File: src/rtl/fir_tap_line.sv
// ----------------------------------------------------------------------------
// fir_tap_line
// Delay line for a 10-coefficient FIR. Accepted samples shift into x0 and age
// toward x9. Each tap drives the address of one coefficient memory (h0..h9).
// tap_valid marks a complete window on the taps. prod_valid is tap_valid
// delayed by one cycle, which lines it up with the registered memory outputs.
// A flush request drains a full window by shifting in zeros, or discards a
// partial window.
//
// Ports
//   clk        : clock; all state updates on the rising edge
//   rst_n      : asynchronous active-low reset
//   in_data    : incoming unsigned sample (DW bits)
//   in_valid   : in_data is valid this cycle
//   in_ready   : block accepts a sample this cycle
//   flush      : single-cycle drain/discard request
//   x0..x9     : registered taps, x0 newest, x9 oldest
//   tap_valid  : taps hold a complete window produced by the preceding edge
//   prod_valid : tap_valid delayed by one cycle
//   fill_cnt   : number of valid samples held, 0..TAPS
//   busy       : state is not EMPTY
//
// State table
//   state  | meaning
//   EMPTY  | no samples held, waiting for the first accept
//   FILL   | 1..TAPS-1 samples held, no complete window yet
//   RUN    | full window held, every accept produces a window
//   FLUSH  | shifting zeros out of a full window, inputs ignored
// ----------------------------------------------------------------------------
module fir_tap_line #(
    parameter int TAPS = 10,
    parameter int DW   = 4
) (
    input  logic          clk,
    input  logic          rst_n,
    input  logic [DW-1:0] in_data,
    input  logic          in_valid,
    output logic          in_ready,
    input  logic          flush,
    output logic [DW-1:0] x0,
    output logic [DW-1:0] x1,
    output logic [DW-1:0] x2,
    output logic [DW-1:0] x3,
    output logic [DW-1:0] x4,
    output logic [DW-1:0] x5,
    output logic [DW-1:0] x6,
    output logic [DW-1:0] x7,
    output logic [DW-1:0] x8,
    output logic [DW-1:0] x9,
    output logic          tap_valid,
    output logic          prod_valid,
    output logic [3:0]    fill_cnt,
    output logic          busy
);

    localparam int         NOUT     = 10;
    localparam logic [3:0] TAPS_CNT = 4'(TAPS);

    typedef enum logic [1:0] {
        S_EMPTY,
        S_FILL,
        S_RUN,
        S_FLUSH
    } state_t;

    state_t        state_q, state_d;
    logic [DW-1:0] taps_q [TAPS];
    logic [DW-1:0] taps_d [TAPS];
    logic [3:0]    fill_q, fill_d;
    logic          tap_valid_q, tap_valid_d;
    logic          prod_valid_q;

    logic          accept;
    logic          do_shift;
    logic          do_clear;
    logic [DW-1:0] shift_in;

    assign in_ready = (state_q != S_FLUSH) && !flush;
    assign accept   = in_valid && in_ready;

    always_comb begin
        state_d     = state_q;
        fill_d      = fill_q;
        tap_valid_d = 1'b0;
        do_shift    = 1'b0;
        do_clear    = 1'b0;
        shift_in    = in_data;

        case (state_q)
            S_EMPTY: begin
                // flush is ignored here; accept is already masked by it
                if (accept) begin
                    do_shift = 1'b1;
                    fill_d   = 4'd1;
                    state_d  = S_FILL;
                end
            end
            S_FILL: begin
                if (flush) begin
                    do_clear = 1'b1;
                    fill_d   = 4'd0;
                    state_d  = S_EMPTY;
                end else if (accept) begin
                    do_shift = 1'b1;
                    fill_d   = fill_q + 4'd1;
                    // the accept completing the window already yields a window
                    if (fill_q == TAPS_CNT - 4'd1) begin
                        state_d     = S_RUN;
                        tap_valid_d = 1'b1;
                    end
                end
            end
            S_RUN: begin
                if (flush) begin
                    state_d = S_FLUSH;
                end else if (accept) begin
                    do_shift    = 1'b1;
                    tap_valid_d = 1'b1;
                end
            end
            S_FLUSH: begin
                // fill_cnt doubles as the drain down-counter: TAPS-1 zero
                // shifts take it from TAPS down to 1, then the line is cleared
                if (fill_q > 4'd1) begin
                    do_shift    = 1'b1;
                    shift_in    = '0;
                    fill_d      = fill_q - 4'd1;
                    tap_valid_d = 1'b1;
                end else begin
                    do_clear = 1'b1;
                    fill_d   = 4'd0;
                    state_d  = S_EMPTY;
                end
            end
            default: begin
                state_d = S_EMPTY;
            end
        endcase
    end

    always_comb begin
        taps_d = taps_q;
        if (do_clear) begin
            for (int i = 0; i < TAPS; i++) begin
                taps_d[i] = '0;
            end
        end else if (do_shift) begin
            for (int i = TAPS - 1; i > 0; i--) begin
                taps_d[i] = taps_q[i-1];
            end
            taps_d[0] = shift_in;
        end
    end

    always_ff @(posedge clk or negedge rst_n) begin
        if (!rst_n) begin
            state_q      <= S_EMPTY;
            fill_q       <= 4'd0;
            tap_valid_q  <= 1'b0;
            prod_valid_q <= 1'b0;
            for (int i = 0; i < TAPS; i++) begin
                taps_q[i] <= '0;
            end
        end else begin
            state_q      <= state_d;
            fill_q       <= fill_d;
            tap_valid_q  <= tap_valid_d;
            prod_valid_q <= tap_valid_q;
            for (int i = 0; i < TAPS; i++) begin
                taps_q[i] <= taps_d[i];
            end
        end
    end

    // Fixed set of ten memory address outputs; taps beyond TAPS read as zero.
    logic [DW-1:0] x_out [NOUT];

    for (genvar g = 0; g < NOUT; g++) begin : g_out
        if (g < TAPS) begin : g_tap
            assign x_out[g] = taps_q[g];
        end else begin : g_zero
            assign x_out[g] = '0;
        end
    end

    assign x0 = x_out[0];
    assign x1 = x_out[1];
    assign x2 = x_out[2];
    assign x3 = x_out[3];
    assign x4 = x_out[4];
    assign x5 = x_out[5];
    assign x6 = x_out[6];
    assign x7 = x_out[7];
    assign x8 = x_out[8];
    assign x9 = x_out[9];

    assign tap_valid  = tap_valid_q;
    assign prod_valid = prod_valid_q;
    assign fill_cnt   = fill_q;
    assign busy       = (state_q != S_EMPTY);

endmodule
File: config.mk
export PLATFORM = sky130hd
export DESIGN_NAME = fir_tap_line
export DESIGN_NICKNAME = d
export VERILOG_FILES = /design/src/rtl/fir_tap_line.sv
export SDC_FILE = /design/constraint.sdc
export NUM_CORES = 1
export LEC_CHECK = 0
export CAP_MARGIN = 10
export CORE_ASPECT_RATIO = 2
export CORE_UTILIZATION = 34
export CTS_CLUSTER_DIAMETER = 120
export DETAILED_ROUTE_END_ITERATION = 8
export PLACE_DENSITY = 0.69
export SLEW_MARGIN = 10
export SYNTH_ARGS = -nofsm -noshare
export SYNTH_HDL_FRONTEND = slang
export SYNTH_SLANG_ARGS = --single-unit
File: constraint.sdc
create_clock -name clk -period 4.3 [get_ports clk]
set_input_delay 0.43 -clock clk [delete_from_list [all_inputs] [get_ports clk]]
set_output_delay 0.43 -clock clk [all_outputs]
set_load 0.03 [all_outputs]
==> results of run 1 <==
[area by class of cell]
class / count / area (um2)
fillers: 720 / 3819
flip-flops and latches: 48 / 1201
multi-input cells: 140 / 1035
repair buffers: 56 / 553.0
clock buffers: 5 / 125.1
well taps: 90 / 112.6
inverters: 6 / 22.52
clock inverters: 3 / 18.77
[Yosys cell counts, drive strengths merged (2+ instances only)]
cell type / count
dfrtp: 48
nand2: 46
mux2i: 45
buf: 11
ha: 9
o21ai: 7
inv: 6
a21oi: 5
nor2: 5
o31ai: 3
nand2b: 2
nand3: 2
nor3: 2
nor3b: 2
o21a: 2
[worst max-delay path, cell delays in order (launching register included)]
cell and delay (ns):
sky130_fd_sc_hd__dfrtp_1 0.45, sky130_fd_sc_hd__inv_1 0.10, sky130_fd_sc_hd__ha_1 0.21, sky130_fd_sc_hd__nor2_1 0.11, sky130_fd_sc_hd__o31ai_4 0.30, sky130_fd_sc_hd__o21a_2 0.75, sky130_fd_sc_hd__buf_4 0.37, sky130_fd_sc_hd__mux2i_1 0.22
[metrics by stage]
| stage | util | instances | power [W] | hold WS (ns) | instance area (um2) |
|---|---|---|---|---|---|
| final | 0.4455 | 348 | 0.001779 | 0.3291 | 3068 |
| after global routing | 0.4455 | 348 | 0.001874 | 0.4008 | 3068 |
| after global placement | 0.4246 | 340 | 0.001401 | 0.3564 | 2924 |
| after detailed placement | 0.4246 | 340 | 0.001408 | 0.3736 | 2924 |
| after floorplan | - | 206 | 0.001256 | 0.1344 | 2419 |
| after CTS | 0.4455 | 348 | 0.001797 | 0.3822 | 3068 |
[kinds of logic (layout without fill, tap and decap cells)]
| logic type | Yosys count | in the layout | synth area share |
|---|---|---|---|
| flops | 48 | 48 | 0.4966 |
| buf+inv | 18 | 70 | 0.07656 |
| simple gates | 64 | 64 | 0.1273 |
| mux | 46 | 46 | 0.1909 |
| fa+ha+maj | 9 | 9 | 0.04656 |
| compound gates | 21 | 21 | 0.06207 |
[sequential cells by signal (all words and copies together), names as in the netlist, named ones only]
| name | cells |
|---|---|
| fill_cnt | 4 |
| prod_valid | 1 |
| state_q | 1 |
| tap_valid | 1 |
| x0 | 4 |
| x1 | 4 |
| x2 | 4 |
| x3 | 4 |
| x4 | 4 |
| x5 | 4 |
| x6 | 4 |
| x7 | 4 |
| x8 | 4 |
| x9 | 4 |
[worst max path at each step]
stage,slack [ns],startpoint,end,depth (start not counted)
2_1_floorplan,2.38,fill_cnt[0]$_DFFE_PN0P_,x0[3]$_DFFE_PN0P_,8
3_3_place_gp,1.69,flush,x3[2]$_DFFE_PN0P_,6
3_5_place_dp,1.62,flush,x1[1]$_DFFE_PN0P_,6
4_1_cts,1.67,fill_cnt[0]$_DFFE_PN0P_,x0[1]$_DFFE_PN0P_,7
5_1_grt,1.46,fill_cnt[0]$_DFFE_PN0P_,x4[1]$_DFFE_PN0P_,7
6_report,1.68,fill_cnt[0]$_DFFE_PN0P_,x0[1]$_DFFE_PN0P_,7
[power groups by stage]
| stage | Clock [W] | Sequential (W) | Combinational (W) |
|---|---|---|---|
| after floorplan | 0 | 0.000680 | 0.000577 |
| after global routing | 0.000404 | 0.000584 | 0.000887 |
| after global placement | 0 | 0.000580 | 0.000820 |
| after detailed placement | 0 | 0.000582 | 0.000827 |
| final | 0.000382 | 0.000574 | 0.000822 |
| after CTS | 0.000392 | 0.000575 | 0.000831 |
[routing by layer]
layer | GRT usage | up-vias | wire length [um]
li1 | - | 810 | -
met1 | 0.1717 | 828 | 1951
met2 | 0.2621 | 41 | 2828
met3 | 0.03092 | 7 | 218
met4 | 0.07500 | 0 | 108
met5 | 0 | - | 0
==> reports/qor_table.md, run 1 <==
| Parameter | Reported |
|:---|:---|
| Worst Path Required | 4.51 ns |
| Post-DP HPWL | 3757 um |
| Die Span X | 61.64 um |
| H-tree levels | 2 |
| NetSw | 0.0007344 W |
| Detailed Routing Iterations Pass 1 | 4 |
| Total track usage | 0.1531 |
| Area of the die | 7475 um2 |
| Overall overflow remaining after global route | 0 |
| Number of warnings reported in the yosys synthesis log | 0 |
| Post-route clock period utilization | 0.6093 |
| Total clock buffers created by CTS | 5 |
| Number of clock sinks | 48 |
| Vias after detailed routing | 1686 |
| Peak supply drop | 0.5218 mV |
| Primary FF master, synth | sky130_fd_sc_hd__dfrtp_1 |
| Setup bufs post-CTS | 0 |
| Proportion of total power due to net switching | 0.4128 |
| Final count of pins violating max slew | 0 |
| Most common library cell in the layout ignoring fill and taps | sky130_fd_sc_hd__clkdlybuf4s50_1 |
| Overall die height | 121.3 um |
| Main area contributors after synthesis | sky130_fd_sc_hd__dfrtp_1 (50%), sky130_fd_sc_hd__mux2i_1 (19%), sky130_fd_sc_hd__nand2_1 (5.6%), sky130_fd_sc_hd__ha_1 (4.7%), sky130_fd_sc_hd__buf_12 (3.3%) |
| Row count | 43 |
| Antenna violations before repair | 0 |
| I/O Pins | 56 |
| Starting DRC count in detailed routing | 32 |
| Remaining routing DRC violations | 0 |
| Aggregate routed wire length | 5107 um |
| Power Density | 579.9 nW/um2 |
| Global-route wire length before repair | 8238 um |
| CP arrival | 2.83 ns |
| Endpoint class of the critical path | register |
| Power share of the combinational group | 0.462 |
| Setup TNS after final layout | 0 ns |
| Count of cells along the worst register-to-register path | 7 |
| Design internal power | 0.001045 W |
| Number of storage elements in the synthesis netlist | 48 |
| Capture point of the worst reg-to-reg path | x0[1]$_DFFE_PN0P_ |
| Post-synthesis average cell area | 11.74 um2 |
| Worst hold path type | in -> async |
| Classification of the worst setup path | reg -> reg |
| Area fraction of the dominant cell type after synthesis | 0.4966 |
| Average routed wire per standard cell | 14.68 um |
| Via/cell ratio | 4.845 |
| Minimum setup slack after placement | 1.617 ns |
| Number of standard cells after synthesis | 206 |
| Count of antenna diodes in the layout | 0 |
| Final Hold Fails | 0 |
| Layout net count | 274 |
| Max Freq | 0.3817 GHz |
| Number of gates resized after cts | 0 |
| Highest net fanout along the worst path | 29 |
| Combined area of all synthesized cells | 2419 um2 |
| Hold-fix buffers at CTS | 0 |
| Reg clk slew, reported paths | 0.07 ns |
| Post-Syn Nets | 223 |
| Area inside the core boundary | 6887 um2 |
| Ys async rst share | 1.000 |
| Transition time of the tightest slew-check pin | 1.063 ns |
| Pin count of the biggest net entering global routing | 49 |
| Setup repair after global routing missed its margin | false |
| Maximum buffer depth of the clock tree | 2 |
| Fraction of final layout cells with drive strength greater than 1 | 0.1047 |
| Most used cells in the layout excluding fill and tap cells | sky130_fd_sc_hd__clkdlybuf4s50_1 (54), sky130_fd_sc_hd__dfrtp_1 (48), sky130_fd_sc_hd__mux2i_1 (45) |
| Final setup violation count | 0 |
| Starting utilization of the core area | 0.3512 |
| Final weighted congestion in routability-driven placement | 0.8440 |
| Clock tree from TritonCTS | built |
| Startpoint type of the worst setup path | register |
| Register-to-register setup slack | 1.68 ns |
| Share of total power in sequential cells | 0.323 |
| Skew-Pair Late Insertion Delay | 0.29 ns |
| Max-slew headroom at the worst pin | 0.2916 |
| Via count of the first global-routing pass | 1668 |
| Part of the power in the clock network | 0.215 |
| Relative area change from synthesis to final layout | 26.85% |
| CTS Root Cell | sky130_fd_sc_hd__clkbuf_16 |
| Setup slack of the critical path after layout | 1.680 ns |
| Sequential area share after synthesis | 0.4966 |
| Startpoint of the worst-slack reg-to-reg timing path | fill_cnt[0]$_DFFE_PN0P_ |
| Number of flops mapped to enable cells by yosys | 0 |
| Static Leakage | 1.513 nW |
| Maximum clock skew at final layout | 0.005453 ns |
| Number of maximum-capacitance constraint violations | 0 |
| Result of the run | finished clean |
| Most area-hungry cell type in the Yosys netlist | sky130_fd_sc_hd__dfrtp_1 |
| Minimum clock period after layout | 2.620 ns |
| Number of buffer cells added on primary ports | 55 |
| Count of cell types in the netlist | 34 |
| Final antenna-violating net count | 0 |
No activity file was read; power rests on OpenSTA's default activity.
==> inputs of run 2 (changes only) <==
==> constraint.sdc (replaced) <==
create_clock -name clk -period 2.6 [get_ports clk]
set_input_delay 0.26 -clock clk [delete_from_list [all_inputs] [get_ports clk]]
set_output_delay 0.26 -clock clk [all_outputs]
set_load 0.03 [all_outputs]
==> run 2 against run 1 <==
Die area unchanged. Power grew 73%. Clock-buffer cell count grew 1. Clock power increased by 99%. Combinational power is 67% higher. Utilization increased by 0.93 points. Sequential power is 66% higher. Global-route usage is 0.49 points higher. Critical endpoint is now in_ready. Non-clock buffer count grew 2. Hold slack improved by 0.037 ns. First-iteration DRC count is 13% lower.
==> reports/qor_table.md, run 2 (same netlist as run 1, synthesis figures left out) <==
| Parameter | Reported |
|:---|:---|
| Detailed Routing Iterations Pass 1 | 4 |
| Count of antenna diodes in the layout | 0 |
| Highest net fanout along the worst path | 7 |
| Minimum clock period after layout | 2.242 ns |
| Min Hold Slack | 0.3657 ns |
| Total clock buffers created by CTS | 5 |
| Number of clock sinks | 48 |
| Area of the die | 7475 um2 |
| Result of the run | finished clean |
| Remaining routing DRC violations | 0 |
| Power share of the combinational group | 0.444 |
| Overall overflow remaining after global route | 0 |
| Fraction of final layout cells with drive strength greater than 1 | 0.1077 |
| Final Hold Fails | 0 |
| Number of buffer cells added on primary ports | 55 |
| Most common library cell in the layout ignoring fill and taps | sky130_fd_sc_hd__clkdlybuf4s50_1 |
| Peak supply drop | 0.8132 mV |
| Row count | 43 |
| Final setup violation count | 0 |
| Aggregate routed wire length | 5116 um |
| Final non-filler cell total | 350 |
| Relative area change from synthesis to final layout | 29.49% |
| CP arrival | 1.98 ns |
| Maximum clock skew at final layout | 0.004995 ns |
| Dpl cells | 341 |
| Share of total power in sequential cells | 0.308 |
| Post-DP HPWL | 3693 um |
| Transition time of the tightest slew-check pin | 0.8215 ns |
| Layout net count | 276 |
| Global-route wire length before repair | 8576 um |
| Total track usage | 0.1580 |
| Filler cell count in the final layout | 698 |
| Post-Route Utilization | 0.4548 |
| Number of maximum-capacitance constraint violations | 0 |
| Post-route clock period utilization | 0.8624 |
| Area inside the core boundary | 6887 um2 |
| Maximum buffer depth of the clock tree | 2 |
| Vias after detailed routing | 1673 |
| Starting DRC count in detailed routing | 28 |
| Clock tree from TritonCTS | built |
| Max-slew headroom at the worst pin | 0.4523 |
| Setup bufs post-CTS | 0 |
| Via/cell ratio | 4.780 |
| Reg clk slew, reported paths | 0.06 ns |
| Antenna violations before repair | 0 |
| Final weighted congestion in routability-driven placement | 0.9190 |
| Total power after layout | 0.003082 W |
| Most used cells in the layout excluding fill and tap cells | sky130_fd_sc_hd__clkdlybuf4s50_1 (54), sky130_fd_sc_hd__dfrtp_1 (48), sky130_fd_sc_hd__mux2i_1 (45) |
| Worst Path Required | 2.34 ns |
| Starting utilization of the core area | 0.3512 |
| Via count of the first global-routing pass | 1715 |
| Startpoint type of the worst setup path | register |
| Max Freq | 0.4460 GHz |
| Average routed wire per standard cell | 14.62 um |
| H-tree levels | 2 |
| Static Leakage | 1.542 nW |
| Pin count of the biggest net entering global routing | 41 |
| Final count of pins violating max slew | 0 |
| Proportion of total power due to net switching | 0.3949 |
| Power Density | 984.1 nW/um2 |
| Overall die height | 121.3 um |
| Final antenna-violating net count | 0 |
| Endpoint class of the critical path | primary output |
| Worst hold path type | in -> async |
| Setup repair after global routing missed its margin | false |
| Die Span X | 61.64 um |
| Skew-Pair Late Insertion Delay | 0.29 ns |
| I/O Pins | 56 |
| CTS Root Cell | sky130_fd_sc_hd__clkbuf_16 |
| Part of the power in the clock network | 0.247 |
| Classification of the worst setup path | reg -> out |
| Setup TNS after final layout | 0 ns |
| Design internal power | 0.001865 W |
| NetSw | 0.001217 W |
## run 2: cell count changes in the layout (fill, tap and decap cells not counted)
cell                            previous run  this run
sky130_fd_sc_hd__bufinv_16                 0         1
sky130_fd_sc_hd__buf_12                    0         1
sky130_fd_sc_hd__clkinv_2                  2         0
sky130_fd_sc_hd__dlygate4sd3_1             0         1
sky130_fd_sc_hd__clkbuf_8                  0         1
## run 2: per-layer routing
layer | share of wire | track usage | up-vias
met1 | 0.40 | 0.1965 | 820
met2 | 0.54 | 0.2574 | 37
met4 | 0.022 | 0.07500 | 0
met5 | 0 | 0 | -
met3 | 0.034 | 0.02452 | 7
li1 | - | - | 809
## run 2: path summary, 6_finish.rpt
kind | end | depth (start not counted) | slack [ns] | startpoint
worst max-delay path | in_ready | 3 | 0.36 | register
worst min-delay path | x0[2]$_DFFE_PN0P_ | 2 | 0.37 | rst_n
worst max register to register | x2[2]$_DFFE_PN0P_ | 6 | 0.39 | fill_cnt[0]$_DFFE_PN0P_
worst min register to register | prod_valid$_DFF_PN0_ | 0 | 0.40 | tap_valid$_DFF_PN0_
max in group asynchronous | x5[3]$_DFFE_PN0P_ | 3 | 1.48 | rst_n
min in group clk | prod_valid$_DFF_PN0_ | 0 | 0.40 | tap_valid$_DFF_PN0_
## run 2: layout make-up
| type | count | area, um2 | area share |
|---|---|---|---|
| Multi-Input combinational cell | 140 | 1035 | 0.3304 |
| Clock inverter | 2 | 38.79 | 0.01239 |
| Timing Repair Buffer | 58 | 583.1 | 0.1862 |
| Inverter | 6 | 22.52 | 0.007191 |
| Clock buffer | 6 | 138.9 | 0.04435 |
| Sequential cell | 48 | 1201 | 0.3835 |
| Tap cell | 90 | 112.6 | 0.03596 |
## run 2: what timing repair did
| action | CTS | global route |
|---|---|---|
| resized for setup | 0 | 0 |
| hold endpoints to repair | 11 | 0 |
| hold buffers | 1 | 0 |
| setup endpoints to repair | 0 | 0 |
## run 2: critical path, stage by stage (launching register included)
cell and delay (ns):
sky130_fd_sc_hd__dfrtp_1 0.42, sky130_fd_sc_hd__ha_1 0.32, sky130_fd_sc_hd__nor2_1 0.24, sky130_fd_sc_hd__clkdlybuf4s50_1 0.71
## run 2: power groups by stage
stage / Clock, W / Sequential [W] / Combinational, W
floorplan: 0 / 0.00112 / 0.000953
finish: 0.000762 / 0.000950 / 0.00137
detailed placement: 0 / 0.000964 / 0.00137
global route: 0.000811 / 0.000967 / 0.00148
CTS: 0.000789 / 0.000952 / 0.00138
global placement: 0 / 0.000959 / 0.00137
## run 2: per-stage QoR
step / worst slack (ns) / cell area, um2
finish: 0.3577 / 3132
global route: 0.1935 / 3132
CTS: 0.3570 / 3132
detailed placement: 0.4145 / 2944
global placement: 0.4398 / 2944
floorplan: 0.6812 / 2419
==> inputs of run 3 (changes only) <==
--- a/config.mk
+++ b/config.mk
@@ -8,7 +8,7 @@
 export CAP_MARGIN = 10
 export CORE_ASPECT_RATIO = 2
 export CORE_UTILIZATION = 34
-export CTS_CLUSTER_DIAMETER = 120
+export CTS_CLUSTER_DIAMETER = 60
 export DETAILED_ROUTE_END_ITERATION = 8
 export PLACE_DENSITY = 0.69
 export SLEW_MARGIN = 10
==> results of run 3 <==
The final DEF is identical to that of run 2; final timing and power are the same.
